### src/rtl/dmem_mmio_responder_if.sv
// Bus bundle between the CPU data port, DATA_MEMORY, the output stream sink
// and the MMIO responder.
interface dmem_mmio_responder_if #(
  parameter int ADDR_W = 9,
  parameter int DATA_W = 32
);
  // CPU side
  logic              we;
  logic [ADDR_W-1:0] addr;
  logic [DATA_W-1:0] din;
  logic [DATA_W-1:0] dout;
  // RAM side
  logic              ram_we;
  logic [ADDR_W-1:0] ram_addr;
  logic [DATA_W-1:0] ram_din;
  logic [DATA_W-1:0] ram_dout;
  // Output stream: a word transfers on any edge where out_valid & out_ready.
  // out_valid never depends on out_ready; out_data holds while not accepted.
  logic              out_valid;
  logic [DATA_W-1:0] out_data;
  logic              out_ready;

  modport slave (
    input  we, addr, din, ram_dout, out_ready,
    output dout, ram_we, ram_addr, ram_din, out_valid, out_data
  );

  modport master (
    output we, addr, din, ram_dout, out_ready,
    input  dout, ram_we, ram_addr, ram_din, out_valid, out_data
  );
endinterface

### src/rtl/dmem_mmio_responder.sv
// Data-memory responder: passes CPU accesses through to RAM except for a
// 16-byte MMIO window holding an output FIFO, status, cycle counter and scratch.
module dmem_mmio_responder #(
  parameter int              ADDR_W     = 9,
  parameter int              DATA_W     = 32,
  parameter logic [ADDR_W-1:0] MMIO_BASE = 9'h1F0,
  parameter int              FIFO_DEPTH = 4
) (
  input  logic               clk,
  input  logic               rst,
  dmem_mmio_responder_if.slave bus
);
  localparam int PTR_W = $clog2(FIFO_DEPTH);
  localparam int CNT_W = PTR_W + 1;

  localparam logic [1:0] OFF_OUTDATA = 2'd0;
  localparam logic [1:0] OFF_STATUS  = 2'd1;
  localparam logic [1:0] OFF_CYCLE   = 2'd2;
  localparam logic [1:0] OFF_SCRATCH = 2'd3;

  logic              hit;
  logic [1:0]        off;
  logic              we_eff;
  logic              push;
  logic              pop;
  logic              full;
  logic              empty;
  logic              accept;
  logic              drop;
  logic              ovf_clr;
  logic              cycle_clr;
  logic              scratch_we;
  logic [3:0]        count4;
  logic [DATA_W-1:0] rd_mux;

  logic [DATA_W-1:0] mem [FIFO_DEPTH];
  logic [PTR_W-1:0]  rd_ptr;
  logic [PTR_W-1:0]  wr_ptr;
  logic [CNT_W-1:0]  count;
  logic              ovf;
  logic [31:0]       cycle_cnt;
  logic [DATA_W-1:0] scratch;
  logic              hit_q;
  logic [DATA_W-1:0] mmio_q;

  assign hit    = (bus.addr[ADDR_W-1:4] == MMIO_BASE[ADDR_W-1:4]);
  assign off    = bus.addr[3:2];
  // Writes are ignored entirely while reset is held.
  assign we_eff = bus.we & ~rst;

  assign bus.ram_we   = we_eff & ~hit;
  assign bus.ram_addr = bus.addr;
  assign bus.ram_din  = bus.din;

  assign empty  = (count == '0);
  assign full   = (count == CNT_W'(FIFO_DEPTH));
  assign push   = we_eff & hit & (off == OFF_OUTDATA);
  assign pop    = bus.out_valid & bus.out_ready;
  // A pop in the same cycle frees the slot a full-FIFO push needs.
  assign accept = push & (~full | pop);
  assign drop   = push & full & ~pop;

  assign ovf_clr    = we_eff & hit & (off == OFF_STATUS) & bus.din[2];
  assign cycle_clr  = we_eff & hit & (off == OFF_CYCLE);
  assign scratch_we = we_eff & hit & (off == OFF_SCRATCH);

  assign bus.out_valid = ~empty;
  assign bus.out_data  = mem[rd_ptr];

  assign count4 = 4'(count);

  // Status byte: count in [7:4], bit 3 reserved, then ovf/empty/full.
  always_comb begin
    rd_mux = '0;
    case (off)
      OFF_OUTDATA: rd_mux = '0;
      OFF_STATUS:  rd_mux = DATA_W'({count4, 1'b0, ovf, empty, full});
      OFF_CYCLE:   rd_mux = DATA_W'(cycle_cnt);
      OFF_SCRATCH: rd_mux = scratch;
      default:     rd_mux = '0;
    endcase
  end

  // Storage is not reset; emptiness is carried by count alone.
  always_ff @(posedge clk) begin
    if (accept) mem[wr_ptr] <= bus.din;
  end

  always_ff @(posedge clk) begin
    if (rst) begin
      rd_ptr <= '0;
      wr_ptr <= '0;
      count  <= '0;
    end else begin
      if (pop)    rd_ptr <= rd_ptr + 1'b1;
      if (accept) wr_ptr <= wr_ptr + 1'b1;
      case ({accept, pop})
        2'b10:   count <= count + 1'b1;
        2'b01:   count <= count - 1'b1;
        default: count <= count;
      endcase
    end
  end

  always_ff @(posedge clk) begin
    if (rst) begin
      ovf       <= 1'b0;
      cycle_cnt <= '0;
      scratch   <= '0;
    end else begin
      if (drop)         ovf <= 1'b1;
      else if (ovf_clr) ovf <= 1'b0;
      cycle_cnt <= cycle_clr ? 32'd0 : cycle_cnt + 32'd1;
      if (scratch_we) scratch <= bus.din;
    end
  end

  // Read data is captured from pre-write state, matching RAM read-before-write.
  always_ff @(posedge clk) begin
    if (rst) begin
      hit_q  <= 1'b0;
      mmio_q <= '0;
    end else begin
      hit_q  <= hit;
      mmio_q <= rd_mux;
    end
  end

  assign bus.dout = hit_q ? mmio_q : bus.ram_dout;
endmodule

### src/flat_wrapper.sv
// flat-port wrapper written by rule: the top's interface ports become plain ports
module dmem_mmio_responder_flat 
#(
  parameter int              ADDR_W     = 9,
  parameter int              DATA_W     = 32,
  parameter logic [ADDR_W-1:0] MMIO_BASE = 9'h1F0,
  parameter int              FIFO_DEPTH = 4
)
  (clk, rst, bus_we, bus_addr, bus_din, bus_ram_dout, bus_out_ready, bus_dout, bus_ram_we, bus_ram_addr, bus_ram_din, bus_out_valid, bus_out_data);
  dmem_mmio_responder_if #(.ADDR_W(ADDR_W), .DATA_W(DATA_W)) bus_i ();
  input  logic clk;
  input  logic rst;
  input wire logic [$bits(bus_i.we)-1:0] bus_we;
  input wire logic [$bits(bus_i.addr)-1:0] bus_addr;
  input wire logic [$bits(bus_i.din)-1:0] bus_din;
  input wire logic [$bits(bus_i.ram_dout)-1:0] bus_ram_dout;
  input wire logic [$bits(bus_i.out_ready)-1:0] bus_out_ready;
  output wire logic [$bits(bus_i.dout)-1:0] bus_dout;
  output wire logic [$bits(bus_i.ram_we)-1:0] bus_ram_we;
  output wire logic [$bits(bus_i.ram_addr)-1:0] bus_ram_addr;
  output wire logic [$bits(bus_i.ram_din)-1:0] bus_ram_din;
  output wire logic [$bits(bus_i.out_valid)-1:0] bus_out_valid;
  output wire logic [$bits(bus_i.out_data)-1:0] bus_out_data;
  assign bus_i.we = bus_we;
  assign bus_i.addr = bus_addr;
  assign bus_i.din = bus_din;
  assign bus_i.ram_dout = bus_ram_dout;
  assign bus_i.out_ready = bus_out_ready;
  assign bus_dout = bus_i.dout;
  assign bus_ram_we = bus_i.ram_we;
  assign bus_ram_addr = bus_i.ram_addr;
  assign bus_ram_din = bus_i.ram_din;
  assign bus_out_valid = bus_i.out_valid;
  assign bus_out_data = bus_i.out_data;
  dmem_mmio_responder #(.ADDR_W(ADDR_W), .DATA_W(DATA_W), .MMIO_BASE(MMIO_BASE), .FIFO_DEPTH(FIFO_DEPTH)) u_core (.clk(clk), .rst(rst), .bus(bus_i));
endmodule
### config.mk
export PLATFORM = sky130hd
export DESIGN_NAME = dmem_mmio_responder_flat
export DESIGN_NICKNAME = d
export VERILOG_FILES = /design/src/rtl/dmem_mmio_responder_if.sv /design/src/rtl/dmem_mmio_responder.sv /design/src/flat_wrapper.sv
export SDC_FILE = /design/constraint.sdc
export NUM_CORES = 1
export LEC_CHECK = 0
export ABC_AREA = 1
export ABC_CLOCK_PERIOD_IN_PS = 3700
export CAP_MARGIN = 5
export CELL_PAD_IN_SITES_DETAIL_PLACEMENT = 1
export CELL_PAD_IN_SITES_GLOBAL_PLACEMENT = 2
export CORE_MARGIN = 2
export CORE_UTILIZATION = 29
export CTS_CLUSTER_DIAMETER = 60
export DETAILED_ROUTE_END_ITERATION = 6
export PLACE_DENSITY_LB_ADDON = 0.08
export REMOVE_ABC_BUFFERS = 1
export SYNTH_ARGS = -nofsm -noshare
export SYNTH_HDL_FRONTEND = slang
export SYNTH_SLANG_ARGS = --single-unit
### constraint.sdc
create_clock -name clk -period 3.7 [get_ports clk]
set_clock_uncertainty 0.2 [all_clocks]
set_input_delay 0.925 -clock clk [delete_from_list [all_inputs] [get_ports clk]]
set_output_delay 0.925 -clock clk [all_outputs]
set_load 0.01 [all_outputs]
## Word-level counts from Yosys, hierarchy flattened

Memories as Yosys holds them, arrays and structs flattened. A register that Yosys moved wholly into a read port is not among the register bits.
Cells that the tools add are included.

| word-level totals | value |
|---|---|
| register bits after elaboration | 105 |
| memory bits (writable) | 128 |
| bits of input ports | 77 |
| output and inout bits | 107 |
| logic and storage cells | 53 |
| memories kept | 1 |

Memory list:

| memory | words | width | rd ports | clocked after memory_dff | write ports | RTL line | source |
|---|---|---|---|---|---|---|---|
| u_core.mem | 4 | 32 | 1 | 1 | 1 | dmem_mmio_responder.sv:36 | `logic [DATA_W-1:0] mem [FIFO_DEPTH];` |

| operators by class | value |
|---|---|
| add/sub/neg operators | 5 |
| equality and inequality tests | 7 |
| multiplexer cells | 9 |
| bitwise gates (word level) | 18 |
| reduce and logical (&&, ||, !) cells | 5 |

Operators with widths:

| kind | number |
|---|---|
| 32-bit one-hot mux with 4 select lines | 1 |
| 32-bit by 1-bit adder with 32-bit output, second input constant | 1 |
| 32-bit two-way mux | 1 |
| 1-bit bitwise AND | 12 |
| 2-bit equality test, second input constant | 3 |
| 3-bit one-hot mux with 2 select lines | 1 |
| 5-bit equality test, second input constant | 1 |
| 1-bit NOT | 5 |
| 2-bit by 1-bit adder with 2-bit output, second input constant | 2 |
| 2-bit by 1-bit equality test with 1-bit output, second input constant | 2 |
| 1-bit two-way mux | 4 |
| 2-bit two-way mux | 2 |
| 2-bit nonzero test | 2 |
| 3-bit by 1-bit adder with 3-bit output, second input constant | 1 |
| 3-bit equality test, second input constant | 1 |
| 3-bit logical NOT | 1 |
| 3-bit by 1-bit subtractor with 3-bit output, second input constant | 1 |
| 2-bit logical NOT | 1 |
| 2-bit OR reduction | 1 |
| 1-bit bitwise OR | 1 |

## Longest topological paths before layout

| logic depth | value |
|---|---|
| depth in word-level cells | 7 |
| mapped depth | 11 |
| depth with buffers taken out | 11 |

## Least setup slack after synthesis

Ideal clock, no wire load.

| timing | value |
|---|---|
| kind | input to register |
| from | input rst |
| to | memory u_core.mem[0][0], enable pin |
| setup time | 421 ps |
| arrival | 2993 ps |
| required time | 3079 ps |
| setup slack | 86 ps |
| stages on the path | 6 |
| buffers on the path | 1 |
| path through | buf_2 -> nor2_4 -> nand4_1 -> nor2_2 -> inv_1 -> nor2_1 |

| on the way | value |
|---|---|
| cells in the longest elaborated chain, start to end | 7 |

Ends and longest elaborated chain:

| element | RTL line | source |
|---|---|---|
| start, declared | flat_wrapper.sv:12 | `input logic rst;` |
| 1-bit NOT | dmem_mmio_responder.sv:49 | `assign we_eff = bus.we & ~rst;` |
| 1-bit bitwise AND | dmem_mmio_responder.sv:49 |  |
| 1-bit bitwise AND (2 in a row) | dmem_mmio_responder.sv:57 | `assign push = we_eff & hit & (off == OFF_OUTDATA);` |
| 1-bit bitwise AND | dmem_mmio_responder.sv:60 | `assign accept = push & (~full \| pop);` |
| 1-bit two-way mux | dmem_mmio_responder.sv:86 | `if (accept) mem[wr_ptr] <= bus.din;` |
| 1-bit two-way mux (implied by the code) | dmem_mmio_responder.sv:86 |  |
| end, declared | dmem_mmio_responder.sv:36 |  |

Every way passes these cells.

==> run metrics <==
Nets 1,253; sw frac 26.2%; Hold WC Path Type flip-flop to flip-flop; multiplexer share of the synthesized area 3.61%; CP top delay family buffers and inverters; Max-Cap Viols 0; height of the chip about 190 µm; Pint approximately 0.005 W; H-Tree Depth 1; Hold Path Origin u_core.scratch[28]; total number of yosys warnings 0; Clock Path Buffers 3; Tcrit/Tclk final 94.3%; full die area between 30,000 and 40,000 µm²; Worst path depth 4; worst reg2reg startpoint u_core.count[2]; max-slew violations 0; io pins 184; CP required between 2 and 3 ns; num rows 67; dpl cell area roughly 12,000 µm²; utilization after layout 39.0%; initial antenna violation count 1; Reg2Reg Depth 10; drt total wl around 29,000 µm; placed cell count between 1,500 and 2,000; Max Fclk 287 MHz; Post-synth top cells nand2_1, edfxtp_1, nor2_1, o21ai_0, dfxtp_1; CP Class flip-flop to primary output; Root Driver clkbuf_16; worst flop-to-flop path endpoint u_core.count[2]; Flop pwr share between 40 and 50%; routability congestion estimate between 0.7 and 0.8; Post-Syn Area roughly 10000 µm²; Synth Area in Simple Gates between 10 and 15%; CP Launch Type flip-flop; Clk pwr share between 40% and 50%; detailed-route via count between 7,000 and 8,000; drt first-iter violations roughly 350; Initial Utilization 29.6%; Post-CTS Setup Inserts 0; synth top area cells edfxtp_1, dfxtp_1, o21ai_0; Worst path slowest cell clkdlybuf4s50_1; CTS buffer count 29; Die Wd 190 µm; Final HPWL DP approximately 20,000 µm; worst hold margin approximately 0.24 ns; Syn Inst Count 1,021; Total GRT Usage roughly 16%; share of layout cells above drive strength 1 ~11%; Hold Path Depth 2; fin cells approximately 1,600; count leader, synth nand2_1; ANT cells 0; Setup crit end kind primary output; Logic pwr share around 18%; area delta synth->final 31.6%; via/cell ratio around 4.6; outcome finished, final reports clean; CTS tree yes; post-route design area about 13,000 µm²; Remaining DRCs 0; Sw Pwr about 0.0018 W; gr ovfl total 0; PwrDens 529 nW/µm²; crit path max fanout 64; vias in the first global route between 7,000 and 8,000; Final Hold Fails 0; ys async rst share 0%; compound-cell area share of the yosys netlist between 10 and 15%; IO buf count approximately 180; worst-path cell chain buf_6 -> o21ai_0 -> o22ai_1 -> clkdlybuf4s50_1; first drt pass iteration count 4; XOR/XNOR Fraction of Synth Area less than 1%; Synth Area in Adders less than 1%; Seq cells post-synth about 240; pin slew with the least headroom to its limit approximately 0.50 ns; synthesized area per cell 9.78 µm²; ANT nets after route 0; CP peak stage delay approximately 0.6 ns; main combinational cell family by area after synthesis simple AND/OR/NAND/NOR gates; Yosys top cell area share between 30% and 40%; Worst slew margin around two thirds; register-to-register setup slack roughly 1.4 ns; largest net degree at the start of global routing 65; post-synthesis sequential area ratio between 50% and 60%; Skew-Pair Late Insertion Delay 0.54 ns; final setup vio count 0; number of distinct library cells after synthesis 44; Hold EP u_core.scratch[28]; arrival time worst endpoint 2.36 ns; peak supply drop 343 µV; Buf+Inv Stages, Crit Path 2; setup TNS 0 ns; RSZ-0062 raised after global routing false; floorplan core area 33,700 µm²; average wire per standard cell between 15 and 20 µm; post-synth top area cell edfxtp_1; Leak approximately 4.4 nW; Primary FF master, synth edfxtp_1; final worst path period need 3.49 ns; Post-synth EDFFs 128; first-pass GRT wire length about 45,000 µm; Worst-path clk slew around 0.060 ns; clock sink total between 200 and 250
## cell type report
cell class	instances	area, µm²
Clock inverter	19	210
Fill cell	3830	20600
Tap cell	448	561
Timing Repair Buffer	203	2080
Sequential cell	235	5990
Multi-Input combinational cell	611	3190
Inverter	90	338
Clock buffer	35	778
## power by group through the flow
stage / Combinational (W) / Sequential [W] / Clock [W]
detailed placement: 0.00127 / 0.00286 / 0
floorplan: 0.000480 / 0.00290 / 0
global placement: 0.00126 / 0.00286 / 0
finish: 0.00124 / 0.00280 / 0.00290
CTS: 0.00128 / 0.00280 / 0.00299
global route: 0.00138 / 0.00281 / 0.00310
## tightest hold or removal path: stages, from the launching register on
cell,delay (ns)
dfxtp_1,0.31
inv_1,0.05
a21oi_1,0.05
## layer usage
layer	vias up	track usage [%]	wire length, µm
met3	26	2.20	1250
li1	3745	-	-
met5	-	0	0
met2	128	27.6	14000
met4	0	3.28	389
met1	3597	22.3	13700
## cell families (layout without fill, tap and decap cells)
logic type	Yosys count	in the layout
AND/OR/NAND/NOR	329	329
adder cells (fa/ha/maj)	6	6
flip-flops	235	235
AO/OA/AOI/OAI	242	242
multiplexers	32	32
buffers and inverters	175	347
XOR/XNOR	2	2
## cell usage in the layout, fill, tap and decap left out, drive strengths merged
cell / Yosys / routed
nor2: 124 / 124
o221ai: 1 / 1
clkbuf: 28 / 35
xor2: 1 / 1
nand4: 8 / 8
o22ai: 35 / 35
edfxtp: 128 / 128
dfxtp: 107 / 107
ha: 5 / 5
nand2: 149 / 149
mux2: 32 / 32
a21oi: 90 / 90
a21boi: 1 / 1
bufinv: 0 / 4
nand3b: 5 / 5
and3: 2 / 2
nor3: 19 / 19
nand3: 16 / 16
fa: 1 / 1
nor4: 1 / 1
clkinv: 1 / 12
xnor2: 1 / 1
clkinvlp: 0 / 2
clkdlybuf4s50: 0 / 179
or2: 4 / 4
buf: 57 / 24
inv: 89 / 91
a31oi: 1 / 1
a221oi: 1 / 1
o21ai: 113 / 113
nor3b: 1 / 1
## state kept, by name, summed over array words and instances, names as in the netlist, named ones only
signal,count
u_core.count,3
u_core.cycle_cnt,32
u_core.hit_q,1
u_core.mem,128
u_core.mmio_q,32
u_core.ovf,1
u_core.rd_ptr,2
u_core.scratch,32
u_core.wr_ptr,2
## worst max-delay path by stage
stage	endpoint	slack (ns)
floorplan	bus_out_data[0]	-0.41
global placement	bus_ram_we	0.24
detailed placement	u_core.mem[3][30]	0.21
CTS	bus_out_data[8]	0.01
global route	bus_out_data[8]	0.07
finish	bus_out_data[8]	0.21
## metrics by stage
| stage | worst slack, ns | power [W] |
|---|---|---|
| after global placement | 0.241 | 0.00412 |
| after floorplan | -0.409 | 0.00338 |
| after detailed placement | 0.206 | 0.00413 |
| final | 0.212 | 0.00695 |
| after CTS | 0.0124 | 0.00707 |
| after global routing | 0.0712 | 0.00728 |
## timing repair
action | CTS | global route
endpoints found under the setup margin | 0 | 11
hold buffers | 0 | 0
resized for setup | 0 | 1
endpoints found under the hold margin | 0 | 0
Note: power is estimated with default switching activity, not from simulation.
==> patch (same flow settings) <==
`ADDR_W` is set to 9 in 3 places; all go to 10.
--- a/src/rtl/dmem_mmio_responder_if.sv
+++ b/src/rtl/dmem_mmio_responder_if.sv
@@ -1,7 +1,7 @@
 // Bus bundle between the CPU data port, DATA_MEMORY, the output stream sink
 // and the MMIO responder.
 interface dmem_mmio_responder_if #(
-  parameter int ADDR_W = 9,
+  parameter int ADDR_W = 10,
   parameter int DATA_W = 32
 );
   // CPU side
--- a/src/rtl/dmem_mmio_responder.sv
+++ b/src/rtl/dmem_mmio_responder.sv
@@ -1,7 +1,7 @@
 // Data-memory responder: passes CPU accesses through to RAM except for a
 // 16-byte MMIO window holding an output FIFO, status, cycle counter and scratch.
 module dmem_mmio_responder #(
-  parameter int              ADDR_W     = 9,
+  parameter int              ADDR_W     = 10,
   parameter int              DATA_W     = 32,
   parameter logic [ADDR_W-1:0] MMIO_BASE = 9'h1F0,
   parameter int              FIFO_DEPTH = 4
--- a/src/flat_wrapper.sv
+++ b/src/flat_wrapper.sv
@@ -1,7 +1,7 @@
 // flat-port wrapper written by rule: the top's interface ports become plain ports
 module dmem_mmio_responder_flat 
 #(
-  parameter int              ADDR_W     = 9,
+  parameter int              ADDR_W     = 10,
   parameter int              DATA_W     = 32,
   parameter logic [ADDR_W-1:0] MMIO_BASE = 9'h1F0,
   parameter int              FIFO_DEPTH = 4
Interface: changed (resized bus_addr and bus_ram_addr); port bits go from 184 to 186. The function was not compared with the original's and may differ.
==> patch against the original RTL <==
Design area is 0.51% higher; routed wire length is 2.8% higher; global-route usage is 0.37 points higher; sequential share of layout area is 0.22 points lower; sequential cell count stayed put; setup slack worse by 43 ps; area after synthesis is 0.95% higher; combinational power hardly changed; total power is 1.2% lower; fmax is 1.2% lower.
==> patch: results (changes against the original RTL) <==
{| class="wikitable"
! Metric !! Value
|-
| Result of the run || finished clean (unchanged)
|-
| Final standard cell utilization of the core || 0.384 (was 0.390)
|-
| Worst ir drop on vdd || 0.346 mV (was 0.343 mV)
|-
| Initial antenna violation count || 0 (was 1)
|-
| Most frequent cells after synthesis || sky130_fd_sc_hd__nand2_1, sky130_fd_sc_hd__edfxtp_1, sky130_fd_sc_hd__nor2_1, sky130_fd_sc_hd__dfxtp_1, sky130_fd_sc_hd__a21oi_1 (was sky130_fd_sc_hd__nand2_1, sky130_fd_sc_hd__edfxtp_1, sky130_fd_sc_hd__nor2_1, sky130_fd_sc_hd__o21ai_0, sky130_fd_sc_hd__dfxtp_1)
|-
| Critical Path AT || 2410 ps (was 2360 ps)
|-
| GR met1 Demand/Resource || 0.232 (was 0.223)
|-
| Area fraction of clock buffers and clock inverters || 0.0728 (was 0.0752)
|-
| Mux cell area share after synthesis || 0.0358 (was 0.0361)
|-
| M3 GR Usage || 0.0197 (was 0.0220)
|-
| Non-clock buffers || 207 (was 203)
|-
| Fill count || 3913 (was 3830)
|-
| R2R setup slack || 1570 ps (was 1440 ps)
|-
| Global-route wire length before repair || 46.8 mm (was 45.3 mm)
|-
| Register cell area after layout || 5990 um2 (about the same)
|-
| Met2 track demand over resource in global routing || 0.277 (was 0.276)
|-
| Cell types with the largest area share after synthesis || sky130_fd_sc_hd__edfxtp_1, sky130_fd_sc_hd__dfxtp_1, sky130_fd_sc_hd__nand2_1, sky130_fd_sc_hd__a21oi_1, sky130_fd_sc_hd__nor2_1 (was sky130_fd_sc_hd__edfxtp_1, sky130_fd_sc_hd__dfxtp_1, sky130_fd_sc_hd__o21ai_0, sky130_fd_sc_hd__nand2_1, sky130_fd_sc_hd__a21oi_1)
|-
| Vias per std cell || 4.64 (was 4.57)
|-
| Worst hold start || u_core.scratch[13] (was u_core.scratch[28])
|-
| Wl on met1 || 14.5 mm (was 13.7 mm)
|-
| Number of detailed-routing iterations run before antenna repair || 6 (was 4)
|-
| Portion of the post-synthesis area used by sequential elements || 0.594 (was 0.600)
|-
| Horizontal die dimension || 190 um (about the same)
|-
| Insertion delay to the later sink of the worst-skew pair || 560 ps (was 540 ps)
|-
| Multi-input combinational cell count || 636 (was 611)
|-
| Average instance area after synthesis || 9.80 um2 (was 9.78 um2)
|-
| HPWL Detailed || 20.4 mm (was 20.0 mm)
|-
| Global routing usage summed across all routing layers || 0.167 (was 0.163)
|-
| Met2 wire length || 14.1 mm (was 14.0 mm)
|-
| Leakage power of the design || 4.36 nW (was 4.37 nW)
|-
| Number of library cell types mapped by synthesis || 39 (was 44)
|-
| Fraction of area in multi-input gates || 0.252 (was 0.243)
|-
| Buffers on Ports || 181 (was 179)
|-
| Non-clock buffering overhead || 0.160 (was 0.158)
|-
| Synth Area in XOR/XNOR || 0.00174 (was 0.00175)
|-
| Net count of the finished layout || 1255 (was 1253)
|-
| Count of clock buffers in the final design || 40 (was 35)
|-
| Ratio of cells with drive above 1 in the final layout || 0.116 (was 0.112)
|-
| Post-route insts no fill || 1648 (was 1641)
|-
| Wire length on met3 || 920 um (was 1.25 mm)
|}
-- patch: cell count changes after synthesis, moves of 4 or more --
| cell | delta |
|---|---|
| sky130_fd_sc_hd__o21ai_0 | -25 |
| sky130_fd_sc_hd__nand2_2 | +4 |
| sky130_fd_sc_hd__nor3_1 | -7 |
| sky130_fd_sc_hd__inv_1 | -29 |
| sky130_fd_sc_hd__buf_2 | +6 |
| sky130_fd_sc_hd__clkbuf_1 | +4 |
| sky130_fd_sc_hd__nor2_2 | -4 |
| sky130_fd_sc_hd__nand3_1 | +55 |
-- patch: worst min-delay path by stage --
stage                     cells after the start                  to
after CTS                                     2   u_core.mmio_q[23]
after global routing                          2  u_core.scratch[31]
final                                         2  u_core.scratch[13]
after floorplan                               2   u_core.scratch[0]
after global placement                        2  u_core.scratch[21]
after detailed placement                      2   u_core.scratch[8]
-- patch: through the flow --
step                      hold WS, ps  power [W]
after floorplan                   231    0.00337
after global placement            249    0.00412
after detailed placement          257    0.00412
after CTS                         269    0.00697
after global routing              284    0.00718
final                             264    0.00686
-- patch: worst reg2reg max path, stage by stage (launching register included) --
cell                      delay [ps]
sky130_fd_sc_hd__dfxtp_1         350
sky130_fd_sc_hd__inv_1           100
sky130_fd_sc_hd__nand2_1         110
sky130_fd_sc_hd__nand2_1          90
sky130_fd_sc_hd__inv_1           210
sky130_fd_sc_hd__nand2_1         180
sky130_fd_sc_hd__fa_1            430
sky130_fd_sc_hd__inv_1            70
sky130_fd_sc_hd__nand3_1          90
sky130_fd_sc_hd__a21oi_1         140
sky130_fd_sc_hd__nor2_1           50
-- patch: power breakdown --
| part | switching, W | leakage, nW | internal, W |
|---|---|---|---|
| Clock | 0.00111 | 0.462 | 0.00171 |
| Combinational | 0.000665 | 1.88 | 0.000570 |
| Sequential | 0.0000275 | 2.01 | 0.00278 |
